==> config.mk <==
export PLATFORM = sky130hd
export DESIGN_NAME = lsu_access_sequencer
export DESIGN_NICKNAME = d
export VERILOG_FILES = /design/src/rtl/lsu_access_sequencer.sv
export SDC_FILE = /design/constraint.sdc
export NUM_CORES = 1
export LEC_CHECK = 0
export ABC_AREA = 0
export CAP_MARGIN = 25
export CORE_MARGIN = 2
export CORE_UTILIZATION = 54
export DETAILED_ROUTE_END_ITERATION = 8
export PLACE_DENSITY = 0.86
export SETUP_SLACK_MARGIN = 0.15
export SKIP_CTS_REPAIR_TIMING = 1
export SYNTH_ARGS = -nofsm -noshare
export SYNTH_HDL_FRONTEND = slang
export SYNTH_SLANG_ARGS = --single-unit
export TNS_END_PERCENT = 1
==> constraint.sdc <==
create_clock -name clk_i -period 5.7 [get_ports clk_i]
set_input_delay 1.14 -clock clk_i [delete_from_list [all_inputs] [get_ports clk_i]]
set_output_delay 1.14 -clock clk_i [all_outputs]
set_load 0.02 [all_outputs]
==> src/rtl/lsu_access_sequencer.sv <==
// lsu_access_sequencer: issues loads/stores to data memory; misaligned accesses are split into byte cycles.
module lsu_access_sequencer #(
  parameter int MEM_BYTES        = 1024,
  parameter bit ALLOW_MISALIGNED = 1'b1
) (
  input  logic        clk_i,
  input  logic        rst_i,
  input  logic        req_valid_i,
  output logic        req_ready_o,
  input  logic        req_write_i,
  input  logic [2:0]  req_funct3_i,
  input  logic [31:0] req_addr_i,
  input  logic [31:0] req_wdata_i,
  output logic        resp_valid_o,
  output logic        resp_err_o,
  output logic [31:0] resp_rdata_o,
  output logic        mem_we_o,
  output logic [31:0] mem_addr_o,
  output logic [31:0] mem_wdata_o,
  output logic [2:0]  mem_funct3_o,
  input  logic [31:0] mem_rdata_i
);
  typedef enum logic [1:0] {IDLE, ISSUE, SPLIT, RESP} state_t;
  state_t      state, state_n;
  logic        write_q, err_q;
  logic [2:0]  f3_q;
  logic [31:0] addr_q, wdata_q, rdata_q, wshift;
  logic [1:0]  idx_q, idx_last;
  logic        accept, legal, mis, oor, err;
  logic [2:0]  size;
  logic [32:0] last;

  function automatic logic [31:0] ext(input logic [2:0] f, input logic [31:0] d);
    return f == 3'b000 ? {{24{d[7]}}, d[7:0]} :
           f == 3'b001 ? {{16{d[15]}}, d[15:0]} :
           f == 3'b100 ? {24'b0, d[7:0]} :
           f == 3'b101 ? {16'b0, d[15:0]} : d;
  endfunction

  assign accept = req_valid_i & req_ready_o;
  assign legal  = req_write_i ? (req_funct3_i == 3'b000 || req_funct3_i == 3'b001 || req_funct3_i == 3'b010)
                              : (req_funct3_i == 3'b000 || req_funct3_i == 3'b001 || req_funct3_i == 3'b010 ||
                                 req_funct3_i == 3'b100 || req_funct3_i == 3'b101);
  assign size   = req_funct3_i[1] ? 3'd4 : req_funct3_i[0] ? 3'd2 : 3'd1;
  assign mis    = (req_funct3_i[1:0] == 2'b01 && req_addr_i[0]) || (req_funct3_i[1:0] == 2'b10 && req_addr_i[1:0] != 2'b00);
  // 33-bit sum so an address near 2^32 cannot wrap into range
  assign last   = {1'b0, req_addr_i} + 33'(size) - 33'd1;
  assign oor    = last >= 33'(MEM_BYTES);
  assign err    = !legal || oor || (mis && !ALLOW_MISALIGNED);
  assign idx_last = {f3_q[1], f3_q[1] | f3_q[0]};
  assign wshift = wdata_q >> {idx_q, 3'b000};

  always_ff @(posedge clk_i or posedge rst_i) begin
    if (rst_i) begin
      state   <= IDLE;
      write_q <= 1'b0;
      err_q   <= 1'b0;
      f3_q    <= 3'b0;
      addr_q  <= 32'b0;
      wdata_q <= 32'b0;
      rdata_q <= 32'b0;
      idx_q   <= 2'b0;
    end else begin
      state <= state_n;
      if (state == IDLE && accept) begin
        write_q <= req_write_i;
        err_q   <= err;
        f3_q    <= req_funct3_i;
        addr_q  <= req_addr_i;
        wdata_q <= req_wdata_i;
        rdata_q <= 32'b0;
        idx_q   <= 2'b0;
      end
      if (state == ISSUE && !write_q) rdata_q <= mem_rdata_i;
      if (state == SPLIT) begin
        if (!write_q) rdata_q[{idx_q, 3'b000} +: 8] <= mem_rdata_i[7:0];
        idx_q <= idx_q + 2'd1;
      end
    end
  end

  always_comb begin
    state_n      = state == IDLE  ? (accept ? (err ? RESP : mis ? SPLIT : ISSUE) : IDLE) :
                   state == ISSUE ? RESP :
                   state == SPLIT ? (idx_q == idx_last ? RESP : SPLIT) : IDLE;
    req_ready_o  = state == IDLE;
    resp_valid_o = state == RESP;
    resp_err_o   = state == RESP && err_q;
    resp_rdata_o = (state == RESP && !write_q && !err_q) ? ext(f3_q, rdata_q) : 32'b0;
    mem_we_o     = (state == ISSUE || state == SPLIT) && write_q;
    mem_addr_o   = state == ISSUE ? addr_q : state == SPLIT ? addr_q + {30'b0, idx_q} : 32'b0;
    mem_funct3_o = state == ISSUE ? f3_q : (state == SPLIT && write_q) ? 3'b000 : 3'b100;
    mem_wdata_o  = state == ISSUE ? wdata_q : state == SPLIT ? {24'b0, wshift[7:0]} : 32'b0;
  end
endmodule

---- Yosys cells after proc, flatten, opt, wreduce, memory -nomap -nowiden ----
Index checks and enable logic that the tools add are counted.
storage, ports and cells
  flip-flop bits (word level) ............. 105
cells by class
  $add $sub $neg .......................... 5
  $lt $le $gt $ge ......................... 1
  equal/unequal tests ..................... 13
  shift-type cells ........................ 3
  multiplexer cells ....................... 28
  bitwise operators ....................... 2
  reduce and logical (&&, ||, !) cells .... 24
operator list
  operator                                                number
  2-to-1 mux 32 bit                                       12
  adder 32 x 3 -> 33 bit                                  1
  >= comparator 33 x 11 -> 1 bit (second input constant)  1
  subtractor 33 x 1 -> 33 bit (second input constant)     1
  adder 32 x 2 -> 32 bit                                  1
  bitwise mux 32 bit                                      1
  variable shift 8 x 7 -> 32 bit (first input constant)   1
  indexed part select 8 x 7 -> 32 bit                     1
  >> shifter 32 x 5 -> 8 bit                              1
  2-to-1 mux 2 bit                                        9
  equality test 3 bit (second input constant)             4
  logical AND 1 bit                                       9
  2-to-1 mux 3 bit                                        3
  2-to-1 mux 8 bit                                        1
  logical OR 1 bit                                        7
  negator 5 -> 7 bit                                      1
  equality test 2 bit (second input constant)             3
  equality test 3 x 1 -> 1 bit (second input constant)    2
  zero test 3 bit                                         2
  equality test 2 x 1 -> 1 bit (second input constant)    2
  nonzero test 2 bit                                      2
  equality test 3 x 2 -> 1 bit (second input constant)    1
  zero test 1 bit                                         3
  adder 2 x 1 -> 2 bit (second input constant)            1
  5 further kinds                                         6

---- Logic depth before layout (Yosys ltp) ----
Gate-level depths: netlist of the first run.
  depth in word-level cells ............... 11
  mapped depth ............................ 16
  gate-level depth less buffers ........... 16

---- Worst setup path before layout of the first run ----
OpenSTA, ideal clock, no wires.
  path type ............................... in2reg
  start point ............................. input port req_funct3_i[1]
  end point ............................... register err_q
  setup time .............................. 132 ps
  data arrival time ....................... 4099 ps
  data required time ...................... 5568 ps
  slack ................................... 1470 ps
  cell stages on the path ................. 14
  path through ............................ or2_2 -> ha_1 -> inv_1 -> ha_1 -> inv_1 -> fa_1 -> nor2b_1 -> o2111ai_2 -> a2111o_1 -> a32oi_1 -> xor2_1 -> or4_1 -> nor4_2 -> o21ai_1
between the ends
  longest elaborated chain between the ends .. 8
ends and longest elaborated chain
  what                                                            line  text
  start: declaration                                              11    input logic [2:0] req_funct3_i,
  branches (longest 7 deep; another with adder 32 x 3 -> 33 bit)  --
  logical OR 1 bit *                                              49    assign err = !legal || oor || (mis && !ALLOW_MISALIGNED);
  end signal: assignment                                          67    err_q <= err;
  end: declaration                                                25    logic write_q, err_q;
Mark *: on every way between the ends.
A chain may end at the register's enable or synchronous reset.

---- Worst setup path in the final report of the first run ----
  start point ............................. register addr_q[0]
  end point ............................... output port mem_addr_o[24]
between the ends
  longest elaborated chain between the ends .. 3
ends and longest elaborated chain
  what                             line  text
  start: declaration               27    logic [31:0] addr_q, wdata_q, rdata_q, wshift;
  start signal: assignment         69    addr_q <= req_addr_i;
  adder 32 x 2 -> 32 bit           91    mem_addr_o = state == ISSUE ? addr_q : state == SPLIT ? addr_q + {30'b0, idx_q} : 32'b0;
  2-to-1 mux 32 bit (2 in series)  91
  end: declaration                 18    output logic [31:0] mem_addr_o,
No other way between the ends.

==> results of run 1 <==
==> cells by family (layout without fill, tap and decap cells) <==
| logic type | count (synthesis) | in the layout |
|---|---|---|
| AO/OA/AOI/OAI | 266 | 266 |
| XOR/XNOR | 39 | 39 |
| adder cells (fa/ha/maj) | 47 | 47 |
| flip-flops | 105 | 105 |
| AND/OR/NAND/NOR | 422 | 422 |
| buffers and inverters | 112 | 291 |
| multiplexers | 12 | 12 |
==> final timing paths <==
kind	depth (start not counted)	to	from	slack, ps
max	12	mem_addr_o[24]	addr_q[0]	660
min	2	wdata_q[17]	wdata_q[17]	500
min reg2reg	2	wdata_q[17]	wdata_q[17]	500
max reg2reg	9	rdata_q[8]	state[1]	2920
min in group asynchronous	2	rdata_q[8]	rst_i	1070
max in group asynchronous	4	addr_q[4]	rst_i	3610
==> registers in the layout, indices dropped and copies added (netlist names) <==
signal / flops
idx_q: 2
state: 2
addr_q: 32
rdata_q: 32
f3_q: 3
err_q: 1
wdata_q: 32
write_q: 1
==> synthesized netlist by cell type (6+ instances only) <==
cell type,number,share of area
o211ai_1,7,0.0067
xnor2_1,10,0.011
o21ai_1,9,0.0058
a22oi_1,27,0.026
o21ai_0,83,0.053
xor2_1,29,0.032
nor2_1,50,0.024
nor2b_1,10,0.0080
nand4_1,12,0.0096
a22o_1,16,0.018
clkbuf_1,46,0.022
a21oi_1,70,0.045
dfrtp_1,105,0.34
nand2_1,237,0.11
nand3_1,21,0.013
nor3_1,7,0.0045
o31ai_1,6,0.0058
mux4_2,8,0.023
a21o_1,7,0.0067
ha_1,45,0.072
buf_1,7,0.0034
inv_1,55,0.026
a211oi_1,6,0.0058
and2_1,43,0.034
==> metrics by stage <==
step	hold WS (ps)	instance area (um^2)
2_1_floorplan	454.1	7831
3_3_place_gp	469.3	9991
3_5_place_dp	479.0	10010
4_1_cts	496.5	10290
5_1_grt	521.0	10320
6_report	495.0	10320
==> tightest hold or removal path: stages, from the launching register on <==
cell	delay, ps
dfrtp_1	350
nand2_1	50
nand2_1	60
==> power by group through the flow <==
stage	clock network, uW	logic (uW)	registers [uW]
floorplan	0	1580	1280
global placement	0	2380	1360
detailed placement	0	2450	1380
CTS	632	2460	1370
global route	672	2680	1430
finish	625	2460	1380
==> final cells by class <==
cell class	instances	share of cell area
clock inverter	5	0.004485
multi-input combinational	786	0.4633
clock buffer	11	0.02352
sequential	105	0.2545
tap	184	0.02230
timing repair buffer	220	0.2116
inverter	55	0.02024
==> layer usage <==
metal | part of all wire | vias to the layer above
met5 | 0 | -
met1 | 0.40 | 3782
met3 | 0.062 | 62
li1 | - | 3820
met4 | 0.033 | 0
met2 | 0.50 | 359
==> summary.txt, run 1 <==
Cells and area
  – N_diodes: 0
  – Most frequent cells in the layout: nand2_1 (236), clkdlybuf4s50_1 (205), dfrtp_1 (105)
  – Nets@finish: 1327
  – Area taken by multi-input logic gates: 4782 um^2
  – Final Util: 0.7184
  – Share of post-route cells with drive strength above 1: 0.05161
  – Non-Filler Instances: between 1k and 1.5k
  – P&R area growth vs syn: 31.81%
  – Reg area: 2628 um^2
  – Commonest non-fill, non-tap cell in the layout: nand2_1
  – Fillers: 1143

Global routing
  – Overall routing resource usage: 0.3058
  – Antenna violations before repair: 0
  – Top Usage Layer GRT: met2
  – Pin count of the biggest net entering global routing: 77
  – Vias in the first global route: roughly 7.7k
  – Met3 usage: 0.05241
  – GRT overflow: 0
  – First-pass GRT wire length: 38.67 mm
  – Grt met2 use: 0.5297
  – Global-route track usage on met1: 0.3832

Timing
  – Final Skew: 9.767 ps
  – Unrepaired setup endpoints after global routing: false
  – Final hold vios: 0
  – Final critical-path share of the clock period: 0.8848
  – Measured slew at the worst slew-check pin: 971.1 ps
  – Final Worst Setup Slack: 656.4 ps
  – Min Tclk post-route: 5044 ps
  – Fin. max-slew vios: 0
  – Setup Viol. Count Final: 0
  – Max Fclk: 198.3 MHz
  – Worst rel slew slack: 0.3519
  – Setup TNS Final: 0 ps

Synthesis
  – Post-Synth Adder-Cell Area: 0.07701
  – Post-Synth Simple-Gate Area: 0.2486
  – Async S/R FF share, synth: 1.000
  – Syn Std Cell Area: 7831 um^2
  – Net Count, Synth: 1153
  – Combinational family with the most area after synthesis: simple AND/OR/NAND/NOR gates
  – Yosys cell types: between 60 and 70
  – Mapped Avg Cell Area: around 7.8 um^2
  – Post-Synthesis Cells: 1003
  – Synth Register Bits: 105
  – Mux share of post-synthesis cell area: 0.02860
  – Seq/Total Area, Yosys: 0.3355
  – YS warnings: 0
  – Compound-Gate Fraction of Synth Area: 0.2115
  – XOR/XNOR Fraction of Synth Area: 0.04362
  – Post-synth EDFFs: 0
  – Top FF cell, synth: dfrtp_1

Power and ir drop
  – Net Sw Power: 2016 uW
  – PwrDens: 433.1 nW/um^2
  – Sequential share of power: 0.309
  – Sw frac: 0.4510
  – Tot Pwr: 4470 uW
  – Int Power: 2454 uW
  – Clock power share: 0.140
  – Logic gate share of total power: 0.551
  – Peak VDD IR: 0.2229 mV
  – Leak: 0.004467 uW

Critical path
  – Crit path DAT: roughly 3900 ps
  – Worst-path cell chain: ha_1, fa_1, nand2_1, nor3_1, nand3_1, nor2_1, and4_1, and4_1, nand3_1, xor2_1, nor2_1, clkdlybuf4s50_1
  – Crit-path max FO: 5
  – CP peak stage delay: 620 ps
  – Worst endpoint required time: between 4000 and 5000 ps
  – WS Path Type: flip-flop to output pin
  – CP Buf/Inv Count: 1
  – Worst path top cell family by delay: simple AND/OR/NAND/NOR gates
  – Startpoint types: flip-flop
  – CP endpoint kind: output pin
  – Slowest CP cell: clkdlybuf4s50_1

Placed design
  – Dpl cells: 1349
  – Pre-CTS WS: 569.3 ps
  – Final GP Congestion: around 0.93
  – IO buf count: between 200 and 250
  – Detailed placement HPWL: 18.02 mm

Routing
  – Routed WL: 23.83 mm
  – DRT Pass-1 Iters: 5
  – Drt drc: 0
  – Vias post-DR: approximately 8k
  – DRT iter0 DRCs: ~590
  – Post-DR vias/cell: between 5 and 6
  – DRT antenna net count: 0
  – Post-DR wirelength/cell: 17.44 um

Clock network
  – Max Buffers Root-to-Sink: 2
  – Clock sinks: 105
  – Worst skew pair latency: between 300 and 400 ps
  – Clock Root Buffer: clkbuf_16
  – H-tree Lvls: 3
  – Clk pin slew, worst setup/hold paths: 80 ps
  – CTS Buf Count: 9
  – TritonCTS clock tree: built

Flow run
  – Max Cap Viol: 0

Outcome
  – Status: complete, no violations

Floorplan
  – Die Height: 124.4 um
  – Cell row count: 44
  – Die Area: 15480 um^2
  – Die Wd: 124.4 um
  – Ports: between 200 and 250
  – Starting Density: 0.5450
  – Core Area: ~14000 um^2

Worst hold path
  – Min-Delay Path Class: flip-flop to flip-flop
Power figures use the tool's default switching activity.
==> run 2: changes to the inputs <==
--- a/config.mk
+++ b/config.mk
@@ -7,12 +7,12 @@
 export LEC_CHECK = 0
 export ABC_AREA = 0
 export CAP_MARGIN = 25
-export CORE_MARGIN = 2
 export CORE_UTILIZATION = 54
 export DETAILED_ROUTE_END_ITERATION = 8
 export PLACE_DENSITY = 0.86
 export SETUP_SLACK_MARGIN = 0.15
 export SKIP_CTS_REPAIR_TIMING = 1
+export SLEW_MARGIN = 15
 export SYNTH_ARGS = -nofsm -noshare
 export SYNTH_HDL_FRONTEND = slang
 export SYNTH_SLANG_ARGS = --single-unit
==> summary.txt, run 2 (same netlist as run 1, synthesis figures left out) <==
Critical path
  – Crit path depth: 11 (was 12)
  – WS Path Type: flip-flop to output pin (unchanged)
  – Worst endpoint required time: 4560 ps (about the same)
  – Slowest CP cell: clkdlybuf4s50_1 (unchanged)
  – CP Buf/Inv Count: 1 (unchanged)
  – Crit path DAT: 4010 ps (was 3900 ps)
  – Worst path top cell family by delay: simple AND/OR/NAND/NOR gates (unchanged)
  – Worst reg2reg path depth: 9 (unchanged)
  – CP endpoint kind: output pin (unchanged)
  – Startpoint types: flip-flop (unchanged)
  – Crit-path max FO: 6 (was 5)
  – Worst-path cell chain: ha_1, a21oi_1, nor4b_1, and2_1, nor2b_1, nand4_1, nor2_1, nand4_1, xor2_1, nor2_1, clkdlybuf4s50_1 (was ha_1, fa_1, nand2_1, nor3_1, nand3_1, nor2_1, and4_1, and4_1, nand3_1, xor2_1, nor2_1, clkdlybuf4s50_1)
  – CP peak stage delay: 600 ps (was 620 ps)

Routing
  – DRT antenna net count: 0 (unchanged)
  – Drt drc: 0 (unchanged)
  – Post-DR vias/cell: 5.839 (was 5.873)
  – DRT iter0 DRCs: 567 (was 593)
  – Vias post-DR: 7959 (was 8023)
  – Post-DR wirelength/cell: 17.07 um (was 17.44 um)
  – Routed WL: 23.27 mm (was 23.83 mm)
  – DRT Pass-1 Iters: 5 (unchanged)

Power and ir drop
  – PwrDens: 431.5 nW/um^2 (was 433.1 nW/um^2)
  – Leak: 0.004477 uW (was 0.004467 uW)
  – Peak VDD IR: 0.2201 mV (was 0.2229 mV)

Timing
  – Max Fclk: 194.2 MHz (was 198.3 MHz)
  – Setup TNS Final: 0 ps (unchanged)
  – Min Tclk post-route: 5149 ps (was 5044 ps)
  – Final hold vios: 0 (unchanged)
  – Unrepaired setup endpoints after global routing: false (unchanged)
  – Final critical-path share of the clock period: 0.9033 (was 0.8848)
  – Measured slew at the worst slew-check pin: 818.8 ps (was 971.1 ps)
  – Setup Viol. Count Final: 0 (unchanged)
  – Final Worst Setup Slack: 551.1 ps (was 656.4 ps)
  – Worst rel slew slack: 0.4530 (was 0.3519)
  – Final Skew: 11.21 ps (was 9.767 ps)
  – Fin. max-slew vios: 0 (unchanged)

Global routing
  – Pin count of the biggest net entering global routing: 80 (was 77)
  – Overall routing resource usage: 0.3123 (was 0.3058)
  – Antenna violations before repair: 0 (unchanged)
  – GRT overflow: 0 (unchanged)
  – Vias in the first global route: 7465 (was 7721)
  – First-pass GRT wire length: 36.56 mm (was 38.67 mm)

Clock network
  – TritonCTS clock tree: built (unchanged)
  – Clk pin slew, worst setup/hold paths: 80 ps (about the same)
  – Clock sinks: 105 (unchanged)
  – Max Buffers Root-to-Sink: 2 (unchanged)
  – CTS Buf Count: 9 (unchanged)
  – Clock Root Buffer: clkbuf_16 (unchanged)
  – Worst skew pair latency: 360 ps (about the same)
  – H-tree Lvls: 3 (unchanged)

Floorplan
  – Die Height: 122.4 um (was 124.4 um)
  – Die Area: 14990 um^2 (was 15480 um^2)
  – Die Wd: 122.4 um (was 124.4 um)
  – Starting Density: 0.5598 (was 0.5450)
  – Core Area: 13990 um^2 (was 14370 um^2)
  – Ports: 206 (unchanged)
  – Cell row count: 43 (was 44)

Placed design
  – Detailed placement HPWL: 17.62 mm (was 18.02 mm)
  – Pre-CTS WS: 669.7 ps (was 569.3 ps)
  – IO buf count: 205 (unchanged)
  – Final GP Congestion: 0.9158 (was 0.9347)

Cells and area
  – Most frequent cells in the layout: nand2_1 (236), clkdlybuf4s50_1 (205), dfrtp_1 (105) (unchanged)
  – N_diodes: 0 (unchanged)
  – Nets@finish: 1328 (was 1327)
  – Commonest non-fill, non-tap cell in the layout: nand2_1 (unchanged)
  – Fillers: 1120 (was 1143)
  – Reg area: 2628 um^2 (unchanged)
  – P&R area growth vs syn: 32.08% (was 31.81%)
  – Biggest regs: addr_q: 32 flops, rdata_q: 32 flops, wdata_q: 32 flops (unchanged)
  – Area taken by multi-input logic gates: 4782 um^2 (unchanged)
  – Share of post-route cells with drive strength above 1: 0.05325 (was 0.05161)

Worst hold path
  – Min-Delay Path Class: flip-flop to flip-flop (unchanged)
  – WHS Path Cells: 2 (unchanged)

Flow run
  – Max Cap Viol: 0 (unchanged)

Outcome
  – Status: complete, no violations (unchanged)
[run 2: worst paths after layout]
check	start	endpoint	slack (ps)
worst min register to register	wdata_q[22]	wdata_q[22]	500
worst max register to register	state[1]	rdata_q[18]	3220
worst min-delay path	wdata_q[22]	wdata_q[22]	500
worst max-delay path	addr_q[1]	mem_addr_o[29]	550
min in group asynchronous	rst_i	rdata_q[13]	1080
max in group asynchronous	rst_i	rdata_q[25]	3970
[run 2: per-stage QoR]
stage	hold slack [ps]	utilization	cells	power, uW	cell area, um^2
final	495.6	0.7394	1363	4463	10340
after detailed placement	477.0	0.7158	1345	3830	10010
after global routing	521.8	0.7394	1363	4770	10340
after floorplan	454.1	-	1003	2867	7831
after CTS	496.0	0.7371	1361	4466	10310
after global placement	467.6	0.7133	1342	3752	9978
[run 2: worst min-delay path: stages (launching register included)]
cell and delay, ps:
dfrtp_1 360, nand2_1 50, nand2_1 50
[run 2: routing by layer]
layer  global-route usage  vias to the layer above  routed length (um)
li1                     -                     3812                   -
met1               0.3957                     3758                9554
met2               0.5467                      349               11600
met3              0.04043                       40                1598
met4               0.1059                        0                 520
met5                    0                        -                   0
[run 2: where the power goes]
| part | internal (uW) | leakage (uW) | switching [uW] | total (uW) |
|---|---|---|---|---|
| clock network | 318 | 0.000143 | 311 | 629 |
| logic | 1080 | 0.00301 | 1380 | 2460 |
| registers | 1070 | 0.00133 | 308 | 1380 |
[run 2: cell type report]
| cell class | instances | share of cell area |
|---|---|---|
| clock buffer | 10 | 0.02310 |
| sequential | 105 | 0.2540 |
| timing repair buffer | 221 | 0.2129 |
| multi-input combinational | 786 | 0.4623 |
| inverter | 55 | 0.02020 |
| tap | 180 | 0.02177 |
| clock inverter | 6 | 0.005685 |
==> run 3: changes to the inputs <==
--- a/config.mk
+++ b/config.mk
@@ -6,12 +6,12 @@
 export NUM_CORES = 1
 export LEC_CHECK = 0
 export ABC_AREA = 0
+export ABC_CLOCK_PERIOD_IN_PS = 5700
 export CAP_MARGIN = 25
 export CORE_UTILIZATION = 54
 export DETAILED_ROUTE_END_ITERATION = 8
 export PLACE_DENSITY = 0.86
 export SETUP_SLACK_MARGIN = 0.15
-export SKIP_CTS_REPAIR_TIMING = 1
 export SLEW_MARGIN = 15
 export SYNTH_ARGS = -nofsm -noshare
 export SYNTH_HDL_FRONTEND = slang
==> results of run 3 <==
Same layout as run 2: the final DEF is identical, and so are final timing and power.
